<file path="src/rtl/mem_stage_if.sv">
// Data-memory request/acknowledge bundle between the MEM stage and data memory.
interface mem_stage_if;
  logic        dmem_req;
  logic        dmem_we;
  logic [31:0] dmem_addr;
  logic [31:0] dmem_wdata;
  logic        dmem_ack;
  logic [31:0] dmem_rdata;

  modport master (
    output dmem_req, dmem_we, dmem_addr, dmem_wdata,
    input  dmem_ack, dmem_rdata
  );

  modport slave (
    input  dmem_req, dmem_we, dmem_addr, dmem_wdata,
    output dmem_ack, dmem_rdata
  );
endinterface

</file>
<file path="src/rtl/mem_stage.sv">
// Pipeline memory-access stage: drives loads and stores to a variable-latency
// data memory, stalls upstream while an access is outstanding, resolves
// branch/jump redirection and owns the MEM/WB register.
//
// state | meaning
// ------+-----------------------------------------------------------------
// IDLE  | no access in flight; a memory op here is latched and launched
// REQ   | dmem_req high, waiting for dmem_ack or for the timeout to expire
// DONE  | access finished; MEM/WB takes the held entry at the next edge
module mem_stage #(
  parameter int ACK_TIMEOUT = 16
) (
  input  logic        clk,
  input  logic        rst,
  input  logic [1:0]  wb_in,
  input  logic        branch_in,
  input  logic        memread_in,
  input  logic        memwrite_in,
  input  logic        beq_bne_in,
  input  logic        zero_in_1,
  input  logic        zero_in_2,
  input  logic        jump_in,
  input  logic [31:0] b_address_in,
  input  logic [31:0] j_in,
  input  logic [31:0] alu_result_in,
  input  logic [31:0] rd2_in,
  input  logic [4:0]  rfile_wn_in,
  mem_stage_if.master dmem,
  output logic        stall,
  output logic [1:0]  pc_src,
  output logic [31:0] pc_target,
  output logic        flush,
  output logic [1:0]  wb_out,
  output logic [31:0] mem_rdata_out,
  output logic [31:0] alu_result_out,
  output logic [4:0]  rfile_wn_out,
  output logic        mem_err
);

  localparam int CW = (ACK_TIMEOUT > 1) ? $clog2(ACK_TIMEOUT) : 1;
  localparam logic [CW-1:0] TMO_LOAD = CW'(ACK_TIMEOUT - 1);

  typedef enum logic [1:0] {
    IDLE = 2'd0,
    REQ  = 2'd1,
    DONE = 2'd2
  } state_t;

  state_t        state;
  logic [CW-1:0] tmo_cnt;
  logic [31:0]   cap_data;
  logic          memop;
  logic          taken;

  assign memop = memread_in | memwrite_in;
  assign stall = ((state == IDLE) && memop) || (state == REQ);
  assign taken = branch_in & (beq_bne_in ? zero_in_2 : zero_in_1);
  assign flush = (pc_src != 2'b00);
  assign pc_target = (pc_src == 2'b10) ? j_in : b_address_in;

  // Redirect select; suppressed while the stage is stalled so a held branch
  // is not resolved twice.
  always_comb begin
    pc_src = 2'b00;
    if (!stall) begin
      if (jump_in)
        pc_src = 2'b10;
      else if (taken)
        pc_src = 2'b01;
    end
  end

  // Access sequencer: launches the request, waits on ack with a down-counting
  // timeout (terminal count 0), captures read data.
  always_ff @(posedge clk) begin
    if (rst) begin
      state           <= IDLE;
      tmo_cnt         <= '0;
      cap_data        <= '0;
      mem_err         <= 1'b0;
      dmem.dmem_req   <= 1'b0;
      dmem.dmem_we    <= 1'b0;
      dmem.dmem_addr  <= '0;
      dmem.dmem_wdata <= '0;
    end else begin
      case (state)
        IDLE: begin
          if (memop) begin
            dmem.dmem_addr  <= {alu_result_in[31:2], 2'b00};
            dmem.dmem_wdata <= rd2_in;
            dmem.dmem_we    <= memwrite_in;
            dmem.dmem_req   <= 1'b1;
            tmo_cnt         <= TMO_LOAD;
            state           <= REQ;
          end
        end
        REQ: begin
          if (dmem.dmem_ack) begin
            // A store has no read data to return.
            cap_data      <= dmem.dmem_we ? 32'd0 : dmem.dmem_rdata;
            dmem.dmem_req <= 1'b0;
            state         <= DONE;
          end else if (tmo_cnt == '0) begin
            mem_err       <= 1'b1;
            cap_data      <= 32'd0;
            dmem.dmem_req <= 1'b0;
            state         <= DONE;
          end else begin
            tmo_cnt <= tmo_cnt - 1'b1;
          end
        end
        DONE: begin
          state <= IDLE;
        end
        default: begin
          state         <= IDLE;
          dmem.dmem_req <= 1'b0;
        end
      endcase
    end
  end

  // MEM/WB register: bubble while stalled, completed access from DONE,
  // plain pass-through for non-memory ops.
  always_ff @(posedge clk) begin
    if (rst) begin
      wb_out         <= 2'b00;
      mem_rdata_out  <= '0;
      alu_result_out <= '0;
      rfile_wn_out   <= '0;
    end else if (stall) begin
      wb_out       <= 2'b00;
      rfile_wn_out <= '0;
    end else begin
      wb_out         <= wb_in;
      alu_result_out <= alu_result_in;
      rfile_wn_out   <= rfile_wn_in;
      mem_rdata_out  <= (state == DONE) ? cap_data : 32'd0;
    end
  end

endmodule
</file>
<file path="src/flat_wrapper.sv">
// flat-port wrapper written by rule: the top's interface ports become plain ports
module mem_stage_flat 
#(
  parameter int ACK_TIMEOUT = 16
)
  (clk, rst, wb_in, branch_in, memread_in, memwrite_in, beq_bne_in, zero_in_1, zero_in_2, jump_in, b_address_in, j_in, alu_result_in, rd2_in, rfile_wn_in, stall, pc_src, pc_target, flush, wb_out, mem_rdata_out, alu_result_out, rfile_wn_out, mem_err, dmem_dmem_req, dmem_dmem_we, dmem_dmem_addr, dmem_dmem_wdata, dmem_dmem_ack, dmem_dmem_rdata);
  mem_stage_if dmem_i ();
  input  logic clk;
  input  logic rst;
  input  logic [1:0] wb_in;
  input  logic branch_in;
  input  logic memread_in;
  input  logic memwrite_in;
  input  logic beq_bne_in;
  input  logic zero_in_1;
  input  logic zero_in_2;
  input  logic jump_in;
  input  logic [31:0] b_address_in;
  input  logic [31:0] j_in;
  input  logic [31:0] alu_result_in;
  input  logic [31:0] rd2_in;
  input  logic [4:0] rfile_wn_in;
  output logic stall;
  output logic [1:0] pc_src;
  output logic [31:0] pc_target;
  output logic flush;
  output logic [1:0] wb_out;
  output logic [31:0] mem_rdata_out;
  output logic [31:0] alu_result_out;
  output logic [4:0] rfile_wn_out;
  output logic mem_err;
  output wire logic [$bits(dmem_i.dmem_req)-1:0] dmem_dmem_req;
  output wire logic [$bits(dmem_i.dmem_we)-1:0] dmem_dmem_we;
  output wire logic [$bits(dmem_i.dmem_addr)-1:0] dmem_dmem_addr;
  output wire logic [$bits(dmem_i.dmem_wdata)-1:0] dmem_dmem_wdata;
  input wire logic [$bits(dmem_i.dmem_ack)-1:0] dmem_dmem_ack;
  input wire logic [$bits(dmem_i.dmem_rdata)-1:0] dmem_dmem_rdata;
  assign dmem_dmem_req = dmem_i.dmem_req;
  assign dmem_dmem_we = dmem_i.dmem_we;
  assign dmem_dmem_addr = dmem_i.dmem_addr;
  assign dmem_dmem_wdata = dmem_i.dmem_wdata;
  assign dmem_i.dmem_ack = dmem_dmem_ack;
  assign dmem_i.dmem_rdata = dmem_dmem_rdata;
  mem_stage #(.ACK_TIMEOUT(ACK_TIMEOUT)) u_core (.clk(clk), .rst(rst), .wb_in(wb_in), .branch_in(branch_in), .memread_in(memread_in), .memwrite_in(memwrite_in), .beq_bne_in(beq_bne_in), .zero_in_1(zero_in_1), .zero_in_2(zero_in_2), .jump_in(jump_in), .b_address_in(b_address_in), .j_in(j_in), .alu_result_in(alu_result_in), .rd2_in(rd2_in), .rfile_wn_in(rfile_wn_in), .dmem(dmem_i), .stall(stall), .pc_src(pc_src), .pc_target(pc_target), .flush(flush), .wb_out(wb_out), .mem_rdata_out(mem_rdata_out), .alu_result_out(alu_result_out), .rfile_wn_out(rfile_wn_out), .mem_err(mem_err));
endmodule
</file>
<file path="config.mk">
export PLATFORM = sky130hd
export DESIGN_NAME = mem_stage_flat
export DESIGN_NICKNAME = d
export VERILOG_FILES = /design/src/rtl/mem_stage_if.sv /design/src/rtl/mem_stage.sv /design/src/flat_wrapper.sv
export SDC_FILE = /design/constraint.sdc
export NUM_CORES = 1
export LEC_CHECK = 0
export ABC_CLOCK_PERIOD_IN_PS = 1600
export CAP_MARGIN = 30
export CORE_ASPECT_RATIO = 1.25
export CORE_MARGIN = 1
export CORE_UTILIZATION = 30
export CTS_CLUSTER_SIZE = 12
export DETAILED_ROUTE_END_ITERATION = 8
export PLACE_DENSITY = 0.63
export SLEW_MARGIN = 20
export SYNTH_ARGS = -nofsm -noshare
export SYNTH_HDL_FRONTEND = slang
export SYNTH_SLANG_ARGS = --single-unit
</file>
<file path="constraint.sdc">
create_clock -name clk -period 1.6 [get_ports clk]
set_input_delay 0.24 -clock clk [delete_from_list [all_inputs] [get_ports clk]]
set_output_delay 0.24 -clock clk [all_outputs]
set_load 0.01 [all_outputs]
</file>
Word level (Yosys, flattened, before mapping)
Index checks and enable logic that the tools add are counted.

cells by class
  add/sub/neg operators = 1
  equality and inequality tests = 7
  multiplexer cells = 21
  bitwise operators = 4
  reductions and logical operators = 14

operators by type and width
  kind                 count
  $mux 32              5
  $mux 4               3
  $mux 2               5
  $pmux 4 s2           1
  $reduce_and 2->1     3
  $reduce_and 3->1     2
  $reduce_bool 2->1    3
  $mux 1               5
  $eq 2x2->1 const B   2
  $logic_not 4->1      1
  $ne 2x2->1 const B   2
  $pmux 2 s2           1
  $reduce_and 4->1     1
  $sub 4x1->4 const B  1
  $ne 3x3->1 const B   1
  $pmux 1 s3           1
  $eq 2x1->1 const B   1
  $logic_not 2->1      1
  $ne 2x1->1 const B   1
  $not 1->1            2
  $reduce_or 2->1      1
  $and 1x1->1          1
  $logic_and 1x1->1    1
  $logic_or 1x1->1     1
  $or 1x1->1           1

word-level totals
  register bits = 174
  input bits = 177
  logic and storage cells = 59

Logic depth before layout (Yosys ltp)
Gate-level depths: netlist of run 1.

  depth after elaboration = 7
  gate-level depth with buffers = 6

Worst setup path after synthesis of run 1
No wires, ideal clock.

  kind = register to output
  start = register u_core.state[0]
  end = output port pc_target[14]
  data arrival time = 1.292 ns
  setup slack = 0.068 ns
  cell stages (with the launch flop) = 5
  path buffers = 1
  cell sequence = dfxtp_1 -> nor3_4 -> o21ai_4 -> buf_6 -> mux2_2

between the ends
  longest elaborated chain between the ends = 6
  elaborated cells on any way between the ends = 7

ends and longest elaborated chain
  item                      line                RTL
  start: declaration        mem_stage.sv:49     state_t state;
  start signal: assignment  mem_stage.sv:77     state <= IDLE;
  start signal: assignment  mem_stage.sv:94     state <= REQ;
  start signal: assignment  mem_stage.sv:102    state <= DONE;
  $logic_not 2->1           mem_stage.sv:56     assign stall = ((state == IDLE) && memop) || (state == REQ);
  $logic_and 1x1->1         mem_stage.sv:56
  $logic_or 1x1->1 *        mem_stage.sv:56
  $mux 2 *                  mem_stage.sv:65     if (!stall) begin
  $eq 2x2->1 *              mem_stage.sv:59     assign pc_target = (pc_src == 2'b10) ? j_in : b_address_in;
  $mux 32 *                 mem_stage.sv:59
  end: declaration          flat_wrapper.sv:25  output logic [31:0] pc_target;

Every way passes the cells marked *; elsewhere a longest branch is shown, timed or not.

Final worst setup path of run 1
  start = register u_core.state[0]
  end = output port pc_target[8]

Same word-level chain as after synthesis.

==> impl_metrics.yaml, run 1 <==
status:
  failed_checks: "setup timing"
  status: "complete, but fails checks"
floorplan:
  die_h_um: 170
  die_w_um: 137
  die_area_um2: 23300
  ioPinCount: 351
  initial_core_util_pct: 30.6
  core_um2: 22300
  row_count: 61
setup_path:
  cpPeakStageDelay_ns: 0.34
  crit_path_start_kind: "flip-flop"
  worstPathCellList: "nor3_4, buf_12, o21ai_4, buf_6, buf_12, mux2_4, buf_6"
  r2r_slack_ns: 0.05
  cp_max_fo: 7
  end_kind: "primary output"
  crit_required_ns: 1.36
  crit_type: "reg -> out"
  critPathLaunch: "u_core.state[0]"
  reg2reg_depth: 5
  crit_slowest_cell: "dfxtp_2"
  cp.arrival_ns: 1.88
  rr_endpoint: "u_core.cap_data[1]"
  rr_startpoint: "u_core.state[1]"
cts:
  cts_tree: "built"
  clock_latency_ns: 0.42
  cts_hold_buf: 0
  clock-sinks: 174
  cts_buffers: 17
  root_buffer: "clkbuf_16"
  htreeDepth: 4
  clockBufferDepth: 2
  cts.reportedPaths.clkPinSlew_ns: 0.07
sta:
  min_period_ns: 2.12
  clock_skew_ns: 0.00789
  max_freq_mhz: 472
  worst_slack_ns: -0.520
  slew_violations: 0
  worst_pin_slew_ns: 0.553
  finalHoldViolations: 0
  setup_viol: 36
  finalCritPeriodShare_pct: 133
  slew-limit-headroom_pct: 63.2
  rsz0062_at_grt: "yes"
global_route:
  antenna_found_initial: 1
  grt_overflow: 0
  grt_usage_pct: 21.0
  grt_first_pass_wirelength_um: 37700
  grt_start_max_net_pins: 51
  grt_pass1_vias: 6511
hold_path:
  min_path_cells: 2
  worstHoldPathType: "in -> reg"
  whs_endpoint: "u_core.tmo_cnt[1]"
  hold_start: "rst"
placed_design:
  gp_congestion: 0.795
  place.detailed.hpwl_um: 16900
  numPortBuffers: 348
  dpl.cell_count: 1322
synth:
  synth_ff_type: "dfxtp_1"
  synth_warnings: 0
  synth_cells: 728
  ys_seq_area_share_pct: 51.1
  synth-edff-count: 0
  yosysUniqueCellTypes: 43
  synth_area_um2: 6810
  syn_area_per_cell_um2: 9.35
  synthArstFlopShare_pct: 0
  synth-seq-cells: 174
finish:
  fin_nets: 1247
  area_delta_synth_final_pct: 72.0
  diodes: 0
  final_layout_size_suffix_gt1_share_pct: 16.5
  finalNonFillerCells: 1365
detailed_routing:
  vias: 7013
  drc: 0
  wl_per_cell_um: 18.6
  first_pass_iters: 5
  postRouteAntennaNets: 0
  post_drt_via_cell_ratio: 5.14
  drt_iter0_markers: 435
  routed_wl_um: 25300
run:
  maxCapViolations: 0
power_and_ir_drop:
  p_total_w: 0.0112
  power-per-cell-area_nw_per_um2: 953
  vdd.ir_drop.worst_mv: 0.671
  leakage_nw: 4.94
[through the flow]
step / utilization [%] / setup TNS [ns] / area [um^2] / hold slack [ns] / setup WS (ns)
6_report: 52.6 / -17.11 / 11700 / 0.115 / -0.520
5_1_grt: 52.6 / -18.90 / 11700 / 0.111 / -0.568
4_1_cts: 52.2 / -18.06 / 11600 / 0.0962 / -0.582
3_5_place_dp: 48.3 / -64.37 / 10800 / 0.459 / -0.787
3_3_place_gp: 48.3 / -62.70 / 10800 / 0.455 / -0.788
2_1_floorplan: - / 0 / 6810 / 0.366 / 0.0682
[flip-flops by register name, indices dropped and copies added (netlist names)]
register / count
u_core.mem_rdata_out: 32
u_core.wb_out: 2
u_core.alu_result_out: 32
u_core.state: 2
u_core.rfile_wn_out: 5
u_core.tmo_cnt: 4
u_core.dmem.dmem_wdata: 32
u_core.dmem.dmem_req: 1
u_core.cap_data: 32
u_core.dmem.dmem_addr: 30
u_core.dmem.dmem_we: 1
u_core.mem_err: 1
[Yosys cell counts (2+ instances only)]
cell type	number	area share [%]
dfxtp_1	174	51
a21oi_1	98	7.2
nand3_1	94	6.9
o21ai_0	85	6.2
clkbuf_1	43	2.4
nor2_1	39	2.1
a32o_1	32	4.7
a32oi_1	32	4.1
mux2_2	30	5.0
buf_2	22	1.6
o21ai_1	12	0.88
buf_4	8	0.88
inv_1	7	0.39
nor3b_1	7	0.77
buf_6	6	0.99
nand2_1	4	0.22
buf_1	3	0.17
mux2_4	3	0.66
a221oi_1	2	0.26
a31oi_1	2	0.18
nor3_1	2	0.15
or3b_2	2	0.26
[power by group]
| group | switching (W) | internal (W) |
|---|---|---|
| clock network | 0.00182 | 0.00206 |
| registers | 0.000134 | 0.00460 |
| logic | 0.00113 | 0.00142 |
| total | 0.00309 | 0.00807 |
[worst max-delay path: cells and delay by family (launching register included)]
family | cells | cell delay (ns)
simple gates | 1 | 0.21
mux | 1 | 0.31
flops | 1 | 0.34
buf+inv | 4 | 0.54
compound gates | 1 | 0.06
[area by class of cell]
type | instances | area (um^2)
clock buffers | 19 | 443
clock inverters | 13 | 105
fillers | 2060 | 10600
inverters | 7 | 26.3
multi-input cells | 465 | 3060
flip-flops and latches | 174 | 3490
well taps | 283 | 354
repair buffers | 404 | 4250
[cell usage in the layout, fill, tap and decap left out, types with 16 or more instances in the layout]
master	count
clkdlybuf4s50_1	267
dfxtp_1	172
a21oi_1	98
nand3_1	94
o21ai_0	85
buf_6	38
nor2_1	36
buf_4	33
mux2_4	32
a32oi_1	32
a32o_1	32
dlymetal6s2s_1	27
clkbuf_16	17
dlygate4sd2_1	17
buf_12	16
[per-layer routing]
layer | vias to the layer above | routed length, um | track usage (%)
li1 | 3361 | - | -
met1 | 3385 | 10900 | 28.1
met2 | 242 | 12400 | 33.1
met3 | 23 | 1710 | 5.18
met4 | 2 | 291 | 6.43
met5 | - | 13 | 0
[how the worst max path moves through the flow]
stage / to / slack (ns) / depth (start not counted)
final: pc_target[8] / -0.52 / 7
after global routing: pc_target[8] / -0.57 / 7
after CTS: pc_target[29] / -0.58 / 8
after detailed placement: pc_src[0] / -0.79 / 6
after global placement: pc_src[0] / -0.79 / 6
after floorplan: pc_target[14] / 0.07 / 4
[cell families (layout without fill, tap and decap cells)]
kind of cell	count (synthesis)	after routing	share of synthesized area [%]
AOI/OAI and AO/OA	269	269	24.4
DFF	174	174	51.1
and+or+nand+nor	160	160	12.1
buffers and inverters	90	443	6.49
muxes	33	33	5.62
adders and majority gates	1	1	0.184
other	1	2	0.0551
[repair_timing]
item                                   CTS  global route
setup buffers                            7             5
cloned                                   4             0
pin swaps                                2             4
setup endpoints to repair               82            66
resized for setup                      233            43
endpoints found under the hold margin    0             0
No activity file was read; power rests on OpenSTA's default activity.
==> run 2, diff against run 1 <==
--- a/config.mk
+++ b/config.mk
@@ -12,7 +12,9 @@
 export CORE_UTILIZATION = 30
 export CTS_CLUSTER_SIZE = 12
 export DETAILED_ROUTE_END_ITERATION = 8
+export MAX_ROUTING_LAYER = met4
 export PLACE_DENSITY = 0.63
+export SKIP_CTS_REPAIR_TIMING = 1
 export SLEW_MARGIN = 20
 export SYNTH_ARGS = -nofsm -noshare
 export SYNTH_HDL_FRONTEND = slang
==> run 2 against run 1 <==
- the run still ends with setup timing left
- power decreased by 1.6%
- highest routed layer is now met4
- core utilization decreased by 1.4 points
- sequential power about the same
- via count decreased by 1.3%
- cell count decreased by 0.37%
- first-iteration DRC count increased by 11%
==> impl_metrics.yaml, run 2 (same netlist as run 1, synthesis figures left out) <==
setup_path:
  cp_max_fo: 7
  worstPathCellList: "nor3_4, buf_6, o21ai_4, buf_12, clkbuf_16, mux2_2, clkbuf_2"
  crit_type: "reg -> out"
  crit_required_ns: 1.36
  crit_path_start_kind: "flip-flop"
  cpPeakStageDelay_ns: 0.34
  end_kind: "primary output"
  crit_slowest_cell: "dfxtp_2"
  cp.arrival_ns: 1.89
cts:
  root_buffer: "clkbuf_16"
  clockBufferDepth: 2
  cts_buffers: 17
  htreeDepth: 4
  clock_latency_ns: 0.42
  clock-sinks: 174
  cts.reportedPaths.clkPinSlew_ns: 0.07
  cts_tree: "built"
placed_design:
  place.detailed.hpwl_um: 16900
  dp_slack_ns: -0.787
  placed_area_um2: 10800
  numPortBuffers: 348
  gp_congestion: 0.806
finish:
  fin_nets: 1241
  final_common_cell: "clkdlybuf4s50_1"
  layout_common_cells: "clkdlybuf4s50_1 (269), dfxtp_1 (172), a21oi_1 (98), nand3_1 (94), o21ai_0 (85)"
  num-fill-cells: 2096
  area_delta_synth_final_pct: 67.4
  final_layout_size_suffix_gt1_share_pct: 15.8
  finalInstanceArea_um2: 11400
detailed_routing:
  vias: 6924
  postRouteAntennaNets: 0
  post_drt_via_cell_ratio: 5.09
  drc: 0
  wl_per_cell_um: 18.1
  drt_iter0_markers: 485
  first_pass_iters: 5
  routed_wl_um: 24700
hold_path:
  worstHoldPathType: "in -> reg"
floorplan:
  initial_core_util_pct: 30.6
  row_count: 61
  die_w_um: 137
  ioPinCount: 351
  core_um2: 22300
  die_h_um: 170
  die_area_um2: 23300
sta:
  worst_slack_ns: -0.532
  finalHoldViolations: 0
  worst_pin_slew_ns: 0.563
  slew-limit-headroom_pct: 62.5
  rsz0062_at_grt: "yes"
  clock_skew_ns: 0.00862
  min_period_ns: 2.13
  finalCritPeriodShare_pct: 133
  setup_viol: 36
  max_freq_mhz: 469
  slew_violations: 0
power_and_ir_drop:
  vdd.ir_drop.worst_mv: 0.672
  leakage_nw: 4.86
  power-per-cell-area_nw_per_um2: 963
global_route:
  grt_start_max_net_pins: 51
  grt_usage_pct: 20.8
  grt_pass1_vias: 6340
  grt_overflow: 0
  grt_first_pass_wirelength_um: 36400
  antenna_found_initial: 1
status:
  status: "complete, but fails checks"
  failed_checks: "setup timing"
run:
  maxCapViolations: 0
run 2: changes by cell type in the layout (fill, tap and decap cells not counted), moves of 3 or more:
cell / before / now
buf_4: 33 / 30
buf_6: 38 / 12
clkbuf_2: 0 / 25
dlygate4sd2_1: 17 / 0
dlymetal6s2s_1: 27 / 42
mux2_2: 1 / 30
mux2_4: 32 / 3
run 2: final timing paths:
kind                            slack (ns)  depth (start not counted)                        end                 start
worst max-delay path                 -0.53                          7               pc_target[9]       u_core.state[0]
worst min-delay path                  0.12                          2  u_core.alu_result_out[31]                   rst
worst min register to register        0.47                          2       u_core.dmem.dmem_req  u_core.dmem.dmem_req
worst max register to register        0.01                          5          u_core.tmo_cnt[1]     u_core.tmo_cnt[1]
run 2: critical path: cells and delay by family (launching register included):
family | cells | cell delay (ns)
and+or+nand+nor | 1 | 0.21
AOI/OAI and AO/OA | 1 | 0.06
DFF | 1 | 0.34
buffers and inverters | 4 | 0.58
muxes | 1 | 0.28
run 2: per-stage QoR:
step | TNS (ns) | utilization (%) | hold slack (ns) | total power [W] | std cells
after floorplan | 0 | - | 0.366 | 0.00581 | 729
after global placement | -62.70 | 48.3 | 0.455 | 0.00721 | 1322
after detailed placement | -64.37 | 48.3 | 0.459 | 0.00722 | 1322
after CTS | -29.11 | 50.7 | 0.101 | 0.0111 | 1354
after global routing | -19.58 | 51.2 | 0.106 | 0.0115 | 1360
final | -16.96 | 51.2 | 0.115 | 0.0110 | 1360
run 2: power by group:
part | switching (W) | internal [W]
Sequential | 0.000131 | 0.00460
Clock | 0.00182 | 0.00206
Combinational | 0.00108 | 0.00129
run 2: metal layers:
layer | up-vias | share of wire, % | track usage (%)
met1 | 3330 | 44 | 27.3
met4 | 0 | 0.95 | 5.89
li1 | 3357 | - | -
met2 | 221 | 48 | 31.8
met3 | 16 | 6.3 | 4.56
met5 | - | 0 | -
run 2: area by class of cell:
type | count | area, um^2 | area share (%)
Antenna cell | 1 | 2.50 | 0.0219
Clock inverter | 13 | 105 | 0.922
Clock buffer | 19 | 443 | 3.88
Sequential cell | 174 | 3490 | 30.6
Multi-Input combinational cell | 465 | 2920 | 25.6
Timing Repair Buffer | 398 | 4060 | 35.6
Tap cell | 283 | 354 | 3.11
Inverter | 7 | 26.3 | 0.230
==> run 3, diff against run 2 <==
--- a/config.mk
+++ b/config.mk
@@ -15,6 +15,7 @@
 export MAX_ROUTING_LAYER = met4
 export PLACE_DENSITY = 0.63
 export SKIP_CTS_REPAIR_TIMING = 1
+export SKIP_LAST_GASP = 1
 export SLEW_MARGIN = 20
 export SYNTH_ARGS = -nofsm -noshare
 export SYNTH_HDL_FRONTEND = slang
==> run 3 against run 2 <==
- the run still ends with setup timing left
- via count grew 0.56%
- register-to-register slack lost 0.05 ns
- power grew 0.34%
- sequential share of layout area grew 0.18 points
- combinational power is essentially flat
- clock power is essentially flat
- wire length grew 0.37%
- hold slack gained 0.0013 ns
- sequential power is essentially flat
- first-iteration DRC count shrank 6.6%
- largest cell class unchanged
==> impl_metrics.yaml, run 3 (same netlist as run 1, synthesis figures left out) <==
status:
  status: "complete, but fails checks"
  failed_checks: "setup timing"
global_route:
  grt_first_pass_wirelength_um: 36400
  grt_start_max_net_pins: 51
  grt_overflow: 0
  met2_usage_pct: 31.8
  grt_usage_pct: 20.8
  top_usage_layer: "met2"
  grt_pass1_vias: 6340
  antenna_found_initial: 1
  grtUsageMet1_pct: 27.3
  met3_usage_pct: 4.56
floorplan:
  row_count: 61
  ioPinCount: 351
  die_h_um: 170
  initial_core_util_pct: 30.6
  die_w_um: 137
  core_um2: 22300
  die_area_um2: 23300
placed_design:
  numPortBuffers: 348
  dpl.cell_count: 1322
  gp_congestion: 0.806
  place.detailed.hpwl_um: 16900
sta:
  rsz0062_at_grt: "yes"
  slew_violations: 0
  finalHoldViolations: 0
  finalCritPeriodShare_pct: 134
  worst_slack_ns: -0.543
  max_freq_mhz: 467
  worst_pin_slew_ns: 0.552
  slew-limit-headroom_pct: 63.2
  clock_skew_ns: 0.00862
  setup_viol: 64
  min_period_ns: 2.14
finish:
  fin_nets: 1241
  area_delta_synth_final_pct: 66.5
  final_common_cell: "clkdlybuf4s50_1"
  layout_common_cells: "clkdlybuf4s50_1 (311), dfxtp_1 (172), a21oi_1 (98), nand3_1 (94), o21ai_0 (85)"
  finalNonFillerCells: 1360
  final_layout_size_suffix_gt1_share_pct: 15.2
  post-route-util_pct: 50.9
cts:
  clock_latency_ns: 0.42
  root_buffer: "clkbuf_16"
  cts_tree: "built"
  cts.reportedPaths.clkPinSlew_ns: 0.07
  cts_buffers: 17
  clock-sinks: 174
  clockBufferDepth: 2
  htreeDepth: 4
power_and_ir_drop:
  leakage_nw: 4.21
  vdd.ir_drop.worst_mv: 0.670
  power-per-cell-area_nw_per_um2: 972
detailed_routing:
  postRouteAntennaNets: 0
  post_drt_via_cell_ratio: 5.12
  drt_iter0_markers: 453
  vias: 6963
  drc: 0
  first_pass_iters: 5
  wl_per_cell_um: 18.2
  routed_wl_um: 24800
hold_path:
  worstHoldPathType: "in -> reg"
setup_path:
  crit_required_ns: 1.36
  end_kind: "primary output"
  cp.arrival_ns: 1.90
  crit_path_start_kind: "flip-flop"
  r2r_slack_ns: -0.04
  crit_type: "reg -> out"
  cp_max_fo: 6
run:
  maxCapViolations: 0
run 3: changes by cell type in the layout (fill, tap and decap cells not counted), sizes merged:
cell	before	now
buf	60	57
clkbuf	46	43
clkdlybuf4s50	269	311
dlymetal6s2s	42	6
run 3: per-stage QoR:
stage               instance area [um^2]  hold WS (ns)  total power, W  TNS (ns)  setup WS, ns
finish                             11300         0.117          0.0110    -18.56        -0.543
global route                       11300         0.106          0.0115    -24.74        -0.600
CTS                                11300         0.101          0.0111    -29.11        -0.841
detailed placement                 10800         0.459         0.00722    -64.37        -0.787
global placement                   10800         0.455         0.00721    -62.70        -0.788
floorplan                           6810         0.366         0.00581         0        0.0682
run 3: where the power goes:
group          total, W  switching (W)  internal, W  leakage [nW]
registers       0.00473       0.000133      0.00460          1.42
logic           0.00240        0.00109      0.00131          2.53
clock network   0.00389        0.00183      0.00206         0.257
run 3: worst max-delay path: stages, from the launching register on:
cell	delay, ns
dfxtp_2	0.35
nor3_4	0.06
buf_6	0.13
o21ai_4	0.16
buf_12	0.15
buf_8	0.13
mux2_2	0.33
dlymetal6s2s_1	0.17
run 3: layout make-up:
cell class                      instances  area (um^2)
Timing Repair Buffer                  398         4000
Antenna cell                            1         2.50
Tap cell                              283          354
Fill cell                            2106        11000
Clock buffer                           19          443
Inverter                                7         26.3
Multi-Input combinational cell        465         2920
Sequential cell                       174         3490
Clock inverter                         13          105
run 3: path summary, 6_finish.rpt:
check                                          start                  endpoint  depth (start not counted)
worst min-delay path                             rst       u_core.dmem.dmem_we                          2
worst max-delay path                 u_core.state[0]             pc_target[24]                          7
worst max register to register       u_core.state[0]  u_core.mem_rdata_out[24]                          5
worst min register to register  u_core.dmem.dmem_req      u_core.dmem.dmem_req                          2
run 3: metal layers:
layer	vias up	part of all wire, %
li1	3359	-
met1	3361	45
met3	20	5.9
met2	223	48
met4	0	1.1
met5	-	0
